--- src/rtl/gol_engine.sv ---
// Life-like cellular automaton array: WIDTH x HEIGHT grid, one generation per clock,
// runtime birth/survive rules, toroidal or dead-border edges, run/step/halt control.
module gol_engine #(
   parameter int WIDTH  = 10,
   parameter int HEIGHT = 10,
   parameter int GEN_W  = 16
) (
   input  logic                      clk,
   input  logic                      rst,
   input  logic                      load,
   input  logic [WIDTH*HEIGHT-1:0]   load_cells,
   input  logic [8:0]                birth_mask,
   input  logic [8:0]                survive_mask,
   input  logic                      wrap,
   input  logic                      run,
   input  logic                      step,
   input  logic                      halt_on_stable,
   output logic [WIDTH*HEIGHT-1:0]   cells,
   output logic [GEN_W-1:0]          gen_count,
   output logic                      running,
   output logic                      halted,
   output logic                      stable,
   output logic                      extinct
);

   localparam int N     = WIDTH * HEIGHT;
   localparam int IDX_W = $clog2(N);

   typedef enum logic [1:0] {IDLE, RUN, HALT} state_t;

   state_t            state_q, state_d;
   logic [N-1:0]      cells_q, cells_d;
   logic [GEN_W-1:0]  gen_q, gen_d;
   logic              stable_q, stable_d;
   logic [N-1:0]      next_cells;
   logic [3:0]        nbr;
   logic              eq;
   logic              advance;

   // Out-of-grid positions read dead unless wrap folds them back onto the torus.
   function automatic logic cell_at(input logic [N-1:0] g, input int r, input int c,
                                    input logic wr);
      int rr;
      int cc;
      if (!wr && (r < 0 || r >= HEIGHT || c < 0 || c >= WIDTH)) return 1'b0;
      rr = (r + HEIGHT) % HEIGHT;
      cc = (c + WIDTH) % WIDTH;
      return g[IDX_W'(rr * WIDTH + cc)];
   endfunction

   always_comb begin
      next_cells = '0;
      nbr        = '0;
      for (int unsigned r = 0; r < HEIGHT; r++) begin
         for (int unsigned c = 0; c < WIDTH; c++) begin
            nbr = '0;
            for (int unsigned dr = 0; dr < 3; dr++) begin
               for (int unsigned dc = 0; dc < 3; dc++) begin
                  if (!(dr == 1 && dc == 1))
                     nbr = nbr + 4'(cell_at(cells_q, int'(r) + int'(dr) - 1,
                                            int'(c) + int'(dc) - 1, wrap));
               end
            end
            next_cells[IDX_W'(r * WIDTH + c)] = cells_q[IDX_W'(r * WIDTH + c)] ?
                                                survive_mask[nbr] : birth_mask[nbr];
         end
      end
   end

   assign eq      = (next_cells == cells_q);
   assign advance = (state_q == RUN && run) || (state_q == IDLE && step);

   always_comb begin
      state_d  = state_q;
      cells_d  = cells_q;
      gen_d    = gen_q;
      stable_d = stable_q;
      if (load) begin
         cells_d  = load_cells;
         gen_d    = '0;
         stable_d = 1'b0;
         state_d  = IDLE;
      end else begin
         case (state_q)
            IDLE:    if (run)  state_d = RUN;
            RUN:     if (!run) state_d = IDLE;
            HALT:    if (!run) state_d = IDLE;
            default: state_d = IDLE;
         endcase
         if (advance) begin
            if (state_q == RUN && halt_on_stable && eq) begin
               state_d  = HALT;
               stable_d = 1'b1;
            end else begin
               cells_d  = next_cells;
               stable_d = eq;
               gen_d    = (gen_q == '1) ? gen_q : gen_q + 1'b1;
            end
         end
      end
   end

   always_ff @(posedge clk) begin
      if (rst) begin
         state_q  <= IDLE;
         cells_q  <= '0;
         gen_q    <= '0;
         stable_q <= 1'b0;
      end else begin
         state_q  <= state_d;
         cells_q  <= cells_d;
         gen_q    <= gen_d;
         stable_q <= stable_d;
      end
   end

   assign cells     = cells_q;
   assign gen_count = gen_q;
   assign running   = (state_q == RUN);
   assign halted    = (state_q == HALT);
   assign stable    = stable_q;
   assign extinct   = (cells_q == '0);

endmodule

--- config.mk ---
export PLATFORM = sky130hd
export DESIGN_NAME = gol_engine
export DESIGN_NICKNAME = d
export VERILOG_FILES = /design/src/rtl/gol_engine.sv
export SDC_FILE = /design/constraint.sdc
export NUM_CORES = 1
export LEC_CHECK = 0
export ABC_AREA = 1
export CAP_MARGIN = 5
export CELL_PAD_IN_SITES_DETAIL_PLACEMENT = 1
export CELL_PAD_IN_SITES_GLOBAL_PLACEMENT = 2
export CORE_UTILIZATION = 29
export CTS_CLUSTER_DIAMETER = 30
export DETAILED_ROUTE_END_ITERATION = 12
export DONT_BUFFER_PORTS = 1
export GPL_ROUTABILITY_DRIVEN = 0
export MAX_ROUTING_LAYER = met4
export PLACE_DENSITY_LB_ADDON = 0.1
export SKIP_CTS_REPAIR_TIMING = 1
export SLEW_MARGIN = 20
export SYNTH_ARGS = -nofsm -noshare
export SYNTH_HDL_FRONTEND = slang
export SYNTH_SLANG_ARGS = --single-unit
--- constraint.sdc ---
create_clock -name clk -period 5.1 [get_ports clk]
set_input_delay 1.53 -clock clk [delete_from_list [all_inputs] [get_ports clk]]
set_output_delay 1.53 -clock clk [all_outputs]
set_load 0.01 [all_outputs]
# [Word-level counts from Yosys, hierarchy flattened]
# Cells that the tools add are included.
[op_classes] add_sub_neg=354 bitwise_logic=2 n_eq_ne=5 n_lt_le_gt_ge=53 reduce_logical=12 mux=287
[ops] op="adder 4 x 1 -> 4 bit" n=221
[ops] op="binary-select mux 1 bit (select 4 bit)" n=106
[ops] op="< comparator 4 x 5 -> 1 bit (second input constant)" n=53
[ops] op="adder 3 x 1 -> 4 bit" n=44
[ops] op="two-way mux 1 bit" n=173
[ops] op="adder 2 x 1 -> 3 bit" n=44
[ops] op="two-way mux 53 bit" n=2
[ops] op="== test 100 bit" n=1
[ops] op="logical NOT 100 bit" n=1
[ops] op="two-way mux 100 bit" n=1
[ops] op="adder 1 x 1 -> 2 bit" n=44
[ops] op="adder 16 x 1 -> 16 bit (second input constant)" n=1
[ops] op="== test 16 bit (second input constant)" n=1
[ops] op="two-way mux 2 bit" n=4
[ops] op="logical AND 1 bit" n=4
[ops] op="case mux 2 bit (2 select lines)" n=1
[ops] op="OR reduction 2 bit" n=2
[ops] op="AND reduction 3 bit" n=1
[ops] op="== test 2 x 1 -> 1 bit (second input constant)" n=1
[ops] op="== test 2 bit (second input constant)" n=1
[ops] op="logical NOT 2 bit" n=1
[ops] op="inequality test 2 bit (second input constant)" n=1
[ops] op="NOT 1 bit" n=2
[ops] op="AND reduction 2 bit" n=1
[ops] op="2 further kinds" n=2
[totals] out_inout_bits=120 reg_bits=119 in_bits=125

# [Longest topological paths before layout]
[logic_depth] word_depth=16 mapped_depth=29

# [Worst setup path before layout]
# Ideal clock, no wire load.
[synth_timing] path_type="in2reg" from="input wrap" to="register cells_q[60], in the netlist cells[60]" setup_ps=70 cell_stages=24 required_time_ps=5030 arrival_time_ps=5391 path_slack_ps=-361 cell_sequence="clkbuf_1 > nand2_1 > fa_1 > fa_1 > inv_1 > ha_1 > fa_1 > clkbuf_1 > a21oi_1 > o21ai_0 > nand3_1 > nand3_1 > nand3_1 > nand2_1 > nand2_1 > nor2_1 > nand2_1 > nor2_2 > nand4_4 > nand2_4 > buf_6 > buf_6 > nand3_2 > a21oi_1"
[synth_via] elab_chain_cells=15 word_cells_on_any_way=139 cone_classes="add/sub (68); eq/ne (2); mux (67); reduce/logical (2)"
[synth_lines] element="start: declaration" line="14" source="input logic wrap,"
[synth_lines] element="two-way mux 1 bit" line="46" source="rr = (r + HEIGHT) % HEIGHT;"
[synth_lines] element="adder 1 x 1 -> 2 bit" line="60" source="nbr = nbr + 4'(cell_at(cells_q, int'(r) + int'(dr) - 1,"
[synth_lines] element="adder 2 x 1 -> 3 bit" line="60"
[synth_lines] element="adder 3 x 1 -> 4 bit" line="60"
[synth_lines] element="adder 4 x 1 -> 4 bit (4 in a row)" line="60"
[synth_lines] element="binary-select mux 1 bit (select 4 bit)" line="65" source="survive_mask[nbr] : birth_mask[nbr];"
[synth_lines] element="two-way mux 1 bit (implied by the code)" line="65"
[synth_lines] element="two-way mux 1 bit" line="64" source="next_cells[IDX_W'(r * WIDTH + c)] = cells_q[IDX_W'(r * WIDTH + c)] ?"
[synth_lines] element="== test 100 bit (*)" line="70" source="assign eq = (next_cells == cells_q);"
[synth_lines] element="logical AND 1 bit (*)" line="91" source="if (state_q == RUN && halt_on_stable && eq) begin"
[synth_lines] element="inequality test 2 bit (no line) (*)"
[synth_lines] element="AND reduction 2 bit (no line) (*)"
[synth_lines] element="end signal: assignment" line="111" source="cells_q <= cells_d;"
[synth_lines] element="end: declaration" line="32" source="logic [N-1:0] cells_q, cells_d;"
# Mark *: on every way between the ends. The rest lies on a longest branch, timed or not. The select of a mux whose other input is x is not followed.
# A chain may end at the register's enable or synchronous reset.

# [Worst setup path after layout]
[layout_timing] from="input wrap" to="register cells_q[11], in the netlist cells[11]"
# The elaborated chain is that of the path after synthesis.

==> run metrics <==
outcome finished with violations; failing checks setup timing; fin. max-slew vios 0; CP most frequent cell nand2_2; CTS Root Cell clkbuf_16; Synth Warn # 0; min-delay worst type flip-flop to flip-flop; H-Tree Depth 4; Clock Path Buffers 2; worst clock skew 15.4 ps; Reg-to-Reg End cells[11]$_SDFFE_PP0P_; sequential area share after synthesis between 9 and 10%; largest net degree at the start of global routing 123; Ports 245; unrepaired setup endpoints after global routing true; Slowest cell on crit path fa_2; post-route insts no fill 5178; vias in the first global route 27000; Worst R2R Path Depth 29; DR pass1 iterations 5; CP max FO 12; Slew HR 14.9%; routed vias/inst 5.37; total of max-cap violations 0; CTS clk-pin slew, worst paths 70 ps; grt ovf 0; Avg Synthesized Cell Area 6.11 sq um; core box area 0.0811 sq mm; TritonCTS clock tree built; PortBufs 0; clk_lat worst skew roughly 480 ps; Tmin final 5370 ps; Hold Fails Final Rpt 0; DP Worst Slack -788 ps; Slew @ Worst Pin 1280 ps; layout cell share with drive strength beyond 1 15.2%; Die X 289 um; Max Clk Rate between 150 and 200 MHz; setup TNS -23090 ps; fin crit share 105%; clk sink count 119; Async SR Flop Fraction 0%; CP Launch Type input port; initial antenna violation count 6; share of the synthesized area in the top cell type between 10% and 20%; largest area contributor in the netlist fa_1; CP peak stage delay 630 ps; synth top area cells fa_1 16%, nand2_1 15%, nand3_1 14%; crit end category flip-flop; cells after synthesis 3914; routed len/inst between 20 and 30 um; ANT nets after route 0; Num CTS Buffers 17; WP data required 5470 ps; DRC 0; row count 104; PnR worst setup slack -273 ps; DP HPWL 95200 um; Mapped Area 0.0239 sq mm; count of cell types in the netlist 37; CP Class input port to flip-flop; first-pass GRT wire length 189000 um; Hold Crit Depth 2; GRT Total Usage 31.9%; reg2reg start cells[20]$_SDFFE_PP0P_; net count after synthesis 4393; Hold EP cells[68]$_SDFFE_PP0P_; Die Area 0.0836 sq mm; Final nets 4580; final WL between 100000 and 150000 um; Synth Register Bits approximately 120; die height 289 um; EDFF count, synth 0; final setup vio count around 120; DP Cell Count between 5000 and 6000; min-delay src cells[68]$_SDFFE_PP0P_; reg-to-reg setup timing slack -160 ps; initial core utilization between 20% and 30%; prevailing post-synth register cell dfxtp_1; Worst EP arrival roughly 5700 ps; area grow syn2layout 20.4%; routed via count 27800; DRT iter0 DRCs 2116; post-route core utilization 35.5%
==> cell type report <==
| cell class | count | area [sq um] |
|---|---|---|
| Fill cell | 10500 | 52300 |
| Multi-Input combinational cell | 3010 | 18800 |
| Antenna cell | 4 | 10.0 |
| Clock inverter | 15 | 180 |
| Tap cell | 1060 | 1330 |
| Sequential cell | 119 | 2390 |
| Timing Repair Buffer | 398 | 3510 |
| Clock buffer | 17 | 425 |
| Inverter | 555 | 2110 |
==> state kept, by name, indices dropped and copies added, names as in the netlist <==
| register | cells |
|---|---|
| state_q | 2 |
| cells | 100 |
| gen_count | 16 |
| stable | 1 |
==> metal layers <==
layer  share of wire (%)  track usage, %
met3                 5.3            3.87
met5                   0               -
met2                  46            49.7
met1                  47            43.9
met4                 2.0            7.08
==> worst max-delay path: cells and delay by family <==
family / cells / cell delay (ps)
buffers and inverters: 7 / 670
AND/OR/NAND/NOR: 16 / 1510
adder cells (fa/ha/maj): 4 / 1970
==> cell usage after synthesis, types with 4 or more instances <==
master	n
nand2_1	978
nand3_1	662
inv_1	531
a21oi_1	331
nor2_1	195
fa_1	192
o21ai_0	172
ha_1	162
buf_2	127
dfxtp_1	119
clkbuf_1	68
o21ai_1	65
nand4_1	48
o211ai_1	45
xor2_1	42
a31oi_1	25
nor3_1	25
xnor2_1	22
buf_4	20
inv_2	17
nor4_1	15
buf_6	10
nand3_2	10
buf_1	8
clkinv_1	4
==> layout by cell type (no fill, tap or decap), types with 67 or more instances in the layout <==
cell type  count
a21oi_1      318
buf_4        345
dfxtp_1      114
fa_1         170
ha_1         156
inv_1        503
nand2_1      945
nand3_1      635
nor2_1       183
o21ai_0      168
o21ai_1       67
==> logic make-up after synthesis <==
logic type | synth area share, %
and+or+nand+nor | 35.2
buffers and inverters | 13.7
AOI/OAI and AO/OA | 14.2
adders and majority gates | 24.6
DFF | 9.96
xor gates and xnor gates | 2.34
==> how the worst max path moves through the flow <==
stage | slack, ps | cells after the start | start | endpoint
floorplan | -180 | 27 | wrap | cells[60]$_SDFFE_PP0P_
global placement | -740 | 25 | wrap | cells[47]$_SDFFE_PP0P_
detailed placement | -790 | 26 | wrap | cells[48]$_SDFFE_PP0P_
CTS | -310 | 26 | cells[38]$_SDFFE_PP0P_ | cells[48]$_SDFFE_PP0P_
global route | -330 | 27 | wrap | cells[33]$_SDFFE_PP0P_
finish | -270 | 27 | wrap | cells[11]$_SDFFE_PP0P_
==> stage by stage <==
stage	hold WS (ps)	area, sq um
6_report	536	28800
2_1_floorplan	505	24000
4_1_cts	539	27800
3_5_place_dp	529	27200
5_1_grt	557	28800
3_3_place_gp	516	27200
Power is not shown: default switching activity piles up to over one toggle a cycle in this logic, so the estimate is an artifact.
